--- src/rtl/module_frequency_divider.sv ---
// module_frequency_divider
//
// Programmable clock divider. clk_out is a registered square wave whose
// half-period is `period` clk_in cycles, so the full period is 2*period.
// A period of 0 halts the divider with clk_out held low.
//
// The requested period is copied into an active register (act) only while
// idle or at the end of a half-period. A new value therefore takes effect
// at the next toggle and never shortens or stretches a half-period that is
// already in progress.
//
// Optional build macro:
//   FREQDIV_TICK_EN  adds the tick output, a registered one-cycle strobe
//                    that is high in the first clk_in cycle after each
//                    clk_out rising transition.
//
// Ports:
//   clk_in   in   1   sole clock, rising edge
//   rst_n    in   1   asynchronous active-low reset
//   period   in   30  half-period of clk_out in clk_in cycles, 0 = halt
//   clk_out  out  1   divided clock, driven straight from a flop
//   tick     out  1   rise strobe (FREQDIV_TICK_EN builds only)
`timescale 1ns/1ps

module module_frequency_divider (
    input  logic        clk_in,
    input  logic        rst_n,
    input  logic [29:0] period,
`ifdef FREQDIV_TICK_EN
    output logic        tick,
`endif
    output logic        clk_out
);

    logic [29:0] cnt;
    logic [29:0] act;

    logic idle;
    logic terminal;
    logic period_zero;

    // act == 0 is the idle condition; no separate state bit is kept.
    assign idle        = (act == 30'd0);
    // act - 1 cannot underflow here because terminal is gated by !idle.
    assign terminal    = !idle && (cnt == (act - 30'd1));
    assign period_zero = (period == 30'd0);

    always_ff @(posedge clk_in or negedge rst_n) begin
        if (!rst_n) begin
            cnt     <= 30'd0;
            act     <= 30'd0;
            clk_out <= 1'b0;
        end else if (idle) begin
            act     <= period;
            cnt     <= 30'd0;
            clk_out <= 1'b0;
        end else if (terminal) begin
            cnt     <= 30'd0;
            act     <= period;
            // Halting always parks the output low rather than mid-level.
            clk_out <= period_zero ? 1'b0 : ~clk_out;
        end else begin
            cnt     <= cnt + 30'd1;
        end
    end

`ifdef FREQDIV_TICK_EN
    // Fires on the same edge that raises clk_out, so the strobe is aligned
    // with the first high cycle of clk_out.
    always_ff @(posedge clk_in or negedge rst_n) begin
        if (!rst_n) begin
            tick <= 1'b0;
        end else begin
            tick <= terminal && !clk_out && !period_zero;
        end
    end
`endif

endmodule

--- config.mk ---
export PLATFORM = sky130hd
export DESIGN_NAME = module_frequency_divider
export DESIGN_NICKNAME = d
export VERILOG_FILES = /design/src/rtl/module_frequency_divider.sv
export SDC_FILE = /design/constraint.sdc
export NUM_CORES = 1
export LEC_CHECK = 0
export BUFFER_PORTS_ARGS = -buffer_cell sky130_fd_sc_hd__buf_2
export CAP_MARGIN = 20
export CORE_MARGIN = 3
export CORE_UTILIZATION = 65
export CTS_BUF_LIST = sky130_fd_sc_hd__clkbuf_8 sky130_fd_sc_hd__clkbuf_16
export CTS_CLUSTER_DIAMETER = 40
export DETAILED_ROUTE_END_ITERATION = 8
export PLACE_DENSITY_LB_ADDON = 0.2
export SYNTH_ARGS = -nofsm -noshare
export SYNTH_HDL_FRONTEND = slang
export SYNTH_SLANG_ARGS = --single-unit
--- constraint.sdc ---
create_clock -name clk_in -period 7.3 [get_ports clk_in]
set_input_delay 0.73 -clock clk_in [delete_from_list [all_inputs] [get_ports clk_in]]
set_output_delay 0.73 -clock clk_in [all_outputs]
set_load 0.1 [all_outputs]
==> metrics.txt, run 1 <==
critical path arrival=about 4.3 ns; origin of the critical flop-to-flop path=act[0]$_DFFE_PN0P_; GP Congestion=slightly above 0.9; Synth Instances=roughly 420; initial antenna violation count=0; post-DP HPWL=roughly 7000 um; Starting Density=69.3%; die width=~84 um; Pwr Total=about 630 uW; GRT Resource Usage Total=roughly 29%; CTS Hold Bufs=0; core area=5680 sq um; P_int=between 400 and 500 uW; Seq pwr share=between 50% and 60%; CTS resizes=0; clock sink count=just over 60; pre-CTS setup slack=3.34 ns; top-area cell type share of the netlist area=38.8%; Yosys warning total=0; H-tree Lvls=3; PD cells=approximately 150 nW/um^2; Root Driver=clkbuf_8; IO Pins=33; final core utilization=about three quarters; Achievable Freq=245 MHz; status=finished clean; Ant. Diodes=0; syn nets=around 450; crit-path max cell delay=~0.67 ns; Pins Over Slew Limit=0; placed cell areas=approximately 4000 sq um; clk slew on worst S/H paths=about 0.07 ns; Worst slew margin=a little under half; register area share after synthesis=between 30 and 40%; Final Skew=around 0.008 ns; worst skew pair latency=between 0.3 and 0.4 ns; final worst slack=3.22 ns; Async SR Flop Fraction=100%; Sw Pwr=~150 uW; proportion of power drawn by combinational gates=3.0%; CP bufs+invs=2; CP dominant cell by count=nand4_1; CP required=7.52 ns; number of flops mapped to enable cells by yosys=0; worst path cell trace=inv_1 -> ha_1 -> nor3b_1 -> nand4_1 -> o41ai_2 -> nand3_1 -> a211oi_1 -> nand4_1 -> o21ai_4 -> buf_4 -> mux2_1; Rows=27; critical path fanouts, max=30; largest net degree at the start of global routing=just over 60; DR pass1 iterations=5; CTS tree=done; vias in the first global route=~3.3k; Synth Register Bits=a little over 60; Crit. End Element=flop; total CTS buffers=9; DRT Wirelength=around 9600 um; fin crit period=a little over 4 ns; fill count=about 420; area grow syn2layout=8.84%; Setup Viol. Count Final=0; clock power share=43.4%; hold_ws=between 0.5 and 0.6 ns; switching portion of total power=roughly a quarter; grt ovf=0; Post-CTS Setup Bufs=0; Critical Path Start Type=flop; Buffers on Ports=32; Layout Nets=~480; CP max-delay cell=o21ai_4; layout cells sized above 1=14.0%; Synth area leaders=dfrtp_1 (39%), xnor2_1 (7.1%), xor2_1 (6.7%); post-synthesis cell type count=57; Avg WL per Cell=approximately 18 um; kind of critical path=flop to flop; Cell Area, Synth=3940 sq um; Slew @ Worst Pin=a little under 0.8 ns; Critical path origin=act[0]$_DFFE_PN0P_; Syn Area/Cell=9.44 sq um; largest area contributor in the netlist=dfrtp_1; die area=around 7000 sq um; Final Cell Area=roughly 4300 sq um; unrepaired setup endpoints after global routing=no; Vias=3384; delay-heaviest family, CP=compound AO/OA/AOI/OAI gates; ys flop type=dfrtp_1; DRT antenna net count=0; placed cells=approximately 500; DRC=0; first-pass GRT wire length=~16000 um; Hold Path Class=input pin to async pin; routed vias/inst=around 6.5; final std cells w/o fill=approximately 520; Hold Vio Cnt, Final=0; starting DRC count in detailed routing=approximately 220; setup TNS=0 ns; worst IR drop on VDD=approximately 0.14 mV; Pleak=between 1.5 and 2 nW; Die H=around 84 um; fin crit share=between 50% and 60%; Max clock buf depth=2; max-cap viol count=0
## Yosys cell counts, types with 2 or more instances
master    instances
nor3_1           13
a21oi_1           8
or4_1             4
xor2_1           30
buf_4             2
mux2_1           23
o21ai_0           4
nand2b_1          3
and3_1            7
xnor2_1          32
and4b_1           2
nor2b_1           5
nand4b_1          3
a22o_1            4
nor3b_1           5
nand4_1          14
clkbuf_1          9
ha_1              2
inv_1             8
nand3_1          17
buf_6             4
a31oi_1           6
nor4_1           15
nor2_1           55
nand2_1          27
o211ai_1          7
o41ai_2           2
a211oi_1          2
or4_4             2
dfrtp_1          61
and4_1            7
or3_1             8
mux2_2            2
## power by group through the flow
stage	Sequential (mW)	Clock, mW	Combinational (mW)
floorplan	0.344	0	0.000855
global placement	0.344	0	0.0181
detailed placement	0.344	0	0.0190
CTS	0.338	0.275	0.0190
global route	0.338	0.292	0.0211
finish	0.338	0.274	0.0186
## sequential cells by signal (all words and copies together), names as in the netlist
signal	flops
clk_out	1
act	30
cnt	30
## layer usage
metal  vias to the layer above  track usage [%]  wire length, um
li1                       1570                -                -
met2                       116             48.0             4810
met3                        32             4.15              473
met1                      1666             36.6             4040
met5                         -                0                0
met4                         0             12.3              267
## layout make-up
type | count | area, sq um | area share [%]
clock buffer | 11 | 151 | 3.53
clock inverter | 5 | 26.3 | 0.613
inverter | 8 | 30.0 | 0.701
multi-input combinational | 331 | 2280 | 53.3
sequential | 61 | 1530 | 35.6
tap | 72 | 90.1 | 2.10
timing repair buffer | 34 | 175 | 4.09
## layout by cell type, fill, tap and decap left out, types with 2 or more instances in the layout
master / Yosys / final
buf_4: 2 / 2
and4_1: 7 / 7
nor2_1: 55 / 55
o41ai_2: 2 / 2
or4_1: 4 / 4
a22o_1: 4 / 4
mux2_2: 2 / 2
a211oi_1: 2 / 2
ha_1: 2 / 2
nand4_1: 14 / 14
clkbuf_8: 0 / 11
or3_1: 8 / 8
nand3_1: 17 / 17
inv_1: 8 / 9
nor4_1: 15 / 15
clkinv_2: 0 / 3
xnor2_1: 32 / 32
nand2_1: 27 / 27
xor2_1: 30 / 30
nor3_1: 13 / 13
and4b_1: 2 / 2
mux2_1: 23 / 23
a21oi_1: 8 / 8
nor3b_1: 5 / 5
nand2b_1: 3 / 3
buf_2: 1 / 32
or4_4: 2 / 2
nor2b_1: 5 / 5
dfrtp_1: 61 / 61
and3_1: 7 / 7
nand4b_1: 3 / 3
o211ai_1: 7 / 7
a31oi_1: 6 / 6
o21ai_0: 4 / 4
## final timing paths
check	endpoint	slack [ns]	depth (start not counted)
setup / recovery	act[13]$_DFFE_PN0P_	3.22	11
hold / removal	cnt[6]$_DFF_PN0_	0.55	2
setup reg to reg	act[13]$_DFFE_PN0P_	3.22	11
hold reg to reg	cnt[0]$_DFF_PN0_	0.56	1
max in group asynchronous	act[13]$_DFFE_PN0P_	6.25	2
min in group clk_in	cnt[0]$_DFF_PN0_	0.56	1
## worst register-to-register path: stages, from the launching register on
cell,delay [ns]
dfrtp_1,0.47
inv_1,0.09
ha_1,0.23
nor3b_1,0.44
nand4_1,0.32
o41ai_2,0.28
nand3_1,0.14
a211oi_1,0.23
nand4_1,0.20
o21ai_4,0.67
buf_4,0.50
mux2_1,0.38
## kinds of logic after synthesis
kind of cell | synth area share, %
muxes | 7.41
xor gates and xnor gates | 13.8
AOI/OAI and AO/OA | 8.68
DFF | 38.8
and+or+nand+nor | 27.3
adders and majority gates | 0.636
buffers and inverters | 3.37
Power figures use the tool's default switching activity.
==> inputs of run 2 (changes only) <==
- CORE_UTILIZATION: 65 -> 60
- clock period: 7.3 -> 4.3 ns (I/O delays scaled with it)
==> run 2 against run 1 <==
Fmax is 14% higher. Wire length is 1.8% lower. Worst setup slack worse by 2.5 ns. Critical path depth stayed put. Largest cell class unchanged. Highest routed layer unchanged.
==> metrics.txt, run 2 (synthesis gave the netlist of run 1 again) <==
routed vias/inst=just over 6; post-DP HPWL=6990 um; worst IR drop on VDD=a little over 0.2 mV; Hold Vio Cnt, Final=0; clk slew on worst S/H paths=0.06 ns; pre-CTS setup slack=roughly 0.79 ns; CP required=between 4 and 5 ns; Slew @ Worst Pin=about 0.76 ns; DRT antenna net count=0; total CTS buffers=9; Critical Path Start Type=flop; Rows=28; multi-input logic area=2280 sq um; DR pass1 iterations=4; Vias=between 3k and 4k; DRC=0; Die H=about 87 um; Avg WL per Cell=about 18 um; most frequent cells in the layout=dfrtp_1 (61), nor2_1 (55), xnor2_1 (32), buf_2 (32), xor2_1 (30); Ant. Diodes=0; R2R cell count=11; worst skew pair latency=approximately 0.34 ns; GRT Resource Usage Total=about a quarter; Buffers on Ports=32; final std cells w/o fill=approximately 530; status=finished clean; clock sink count=between 60 and 70; Layout Nets=between 400 and 500; fill count=between 400 and 500; setup TNS=0 ns; vias in the first global route=3158; Top Registers=act: 30 flops, cnt: 30 flops, clk_out: 1 flops; critical path arrival=approximately 3.8 ns; kind of critical path=flop to flop; initial antenna violation count=0; first-pass GRT wire length=about 15000 um; Setup Viol. Count Final=0; Hold Path Class=input pin to async pin; DRT Wirelength=roughly 9400 um; Root Driver=clkbuf_8; Final Skew=approximately 0.0066 ns; grt ovf=0; Post-CTS Setup Bufs=0; CTS resizes=0; critical path fanouts, max=38; area grow syn2layout=8.65%; CTS Hold Bufs=0; Worst slew margin=about half; placed cells=510; starting DRC count in detailed routing=between 150 and 200; Achievable Freq=between 200 and 300 MHz; Starting Density=between 60% and 70%; layout cells sized above 1=around 14%; Reg area=1530 sq um; fin crit share=between 80% and 90%; IO Pins=33; hold_ws=about 0.25 ns; Pins Over Slew Limit=0; final worst slack=about 0.71 ns; largest net degree at the start of global routing=62; Pwr Total=1.03 mW; fin crit period=roughly 3.6 ns; unrepaired setup endpoints after global routing=no; most common cell after layout, fill and taps aside=dfrtp_1; PD cells=approximately 240 nW/um^2; Max clock buf depth=2; Pleak=about 2 nW; CTS tree=done; Crit. End Element=flop; die width=about 87 um; GP Congestion=0.911; max-cap viol count=0; H-tree Lvls=3; die area=7570 sq um; core area=6130 sq um
[run 2: area by class of cell]
cell class | instances | share of cell area [%]
clock inverters | 5 | 0.498
multi-input cells | 331 | 53.4
well taps | 75 | 2.19
flip-flops and latches | 61 | 35.7
clock buffers | 10 | 3.22
inverters | 8 | 0.702
repair buffers | 35 | 4.27
[run 2: report_power, final]
group / leakage [nW] / internal, mW / switching [mW]
logic: 1.07 / 0.0116 / 0.0194
clock network: 0.0957 / 0.213 / 0.216
registers: 0.833 / 0.574 / 0
[run 2: metrics by stage]
step	utilization, %	cell area (sq um)
finish	69.7	4280
global route	69.7	4280
CTS	69.7	4280
detailed placement	67.1	4120
global placement	67.1	4120
floorplan	-	3940
[run 2: critical path: stages (launching register included)]
cell,delay (ns)
dfrtp_1,0.46
inv_1,0.09
ha_1,0.25
nor3b_1,0.51
nand4_1,0.30
o41ai_2,0.27
nand3_1,0.15
a211oi_1,0.25
nand4_1,0.20
o21ai_4,0.17
buf_4,0.43
mux2_1,0.38
[run 2: final timing paths]
check                                    start             endpoint  slack (ns)
max                         act[0]$_DFFE_PN0P_  act[20]$_DFFE_PN0P_        0.71
min                                      rst_n     cnt[5]$_DFF_PN0_        0.25
max reg2reg                 act[0]$_DFFE_PN0P_  act[20]$_DFFE_PN0P_        0.71
min reg2reg                act[26]$_DFFE_PN0P_  act[26]$_DFFE_PN0P_        0.54
max in group asynchronous                rst_n  act[20]$_DFFE_PN0P_        3.55
min in group clk_in                 period[19]  act[19]$_DFFE_PN0P_        0.31
[run 2: metal layers]
layer  part of all wire [%]  track usage [%]  up-vias
li1                       -                -     1568
met1                     44             34.0     1527
met2                     48             42.2       93
met4                    3.9             15.0        0
met3                    3.7             4.07       33
met5                      0                0        -
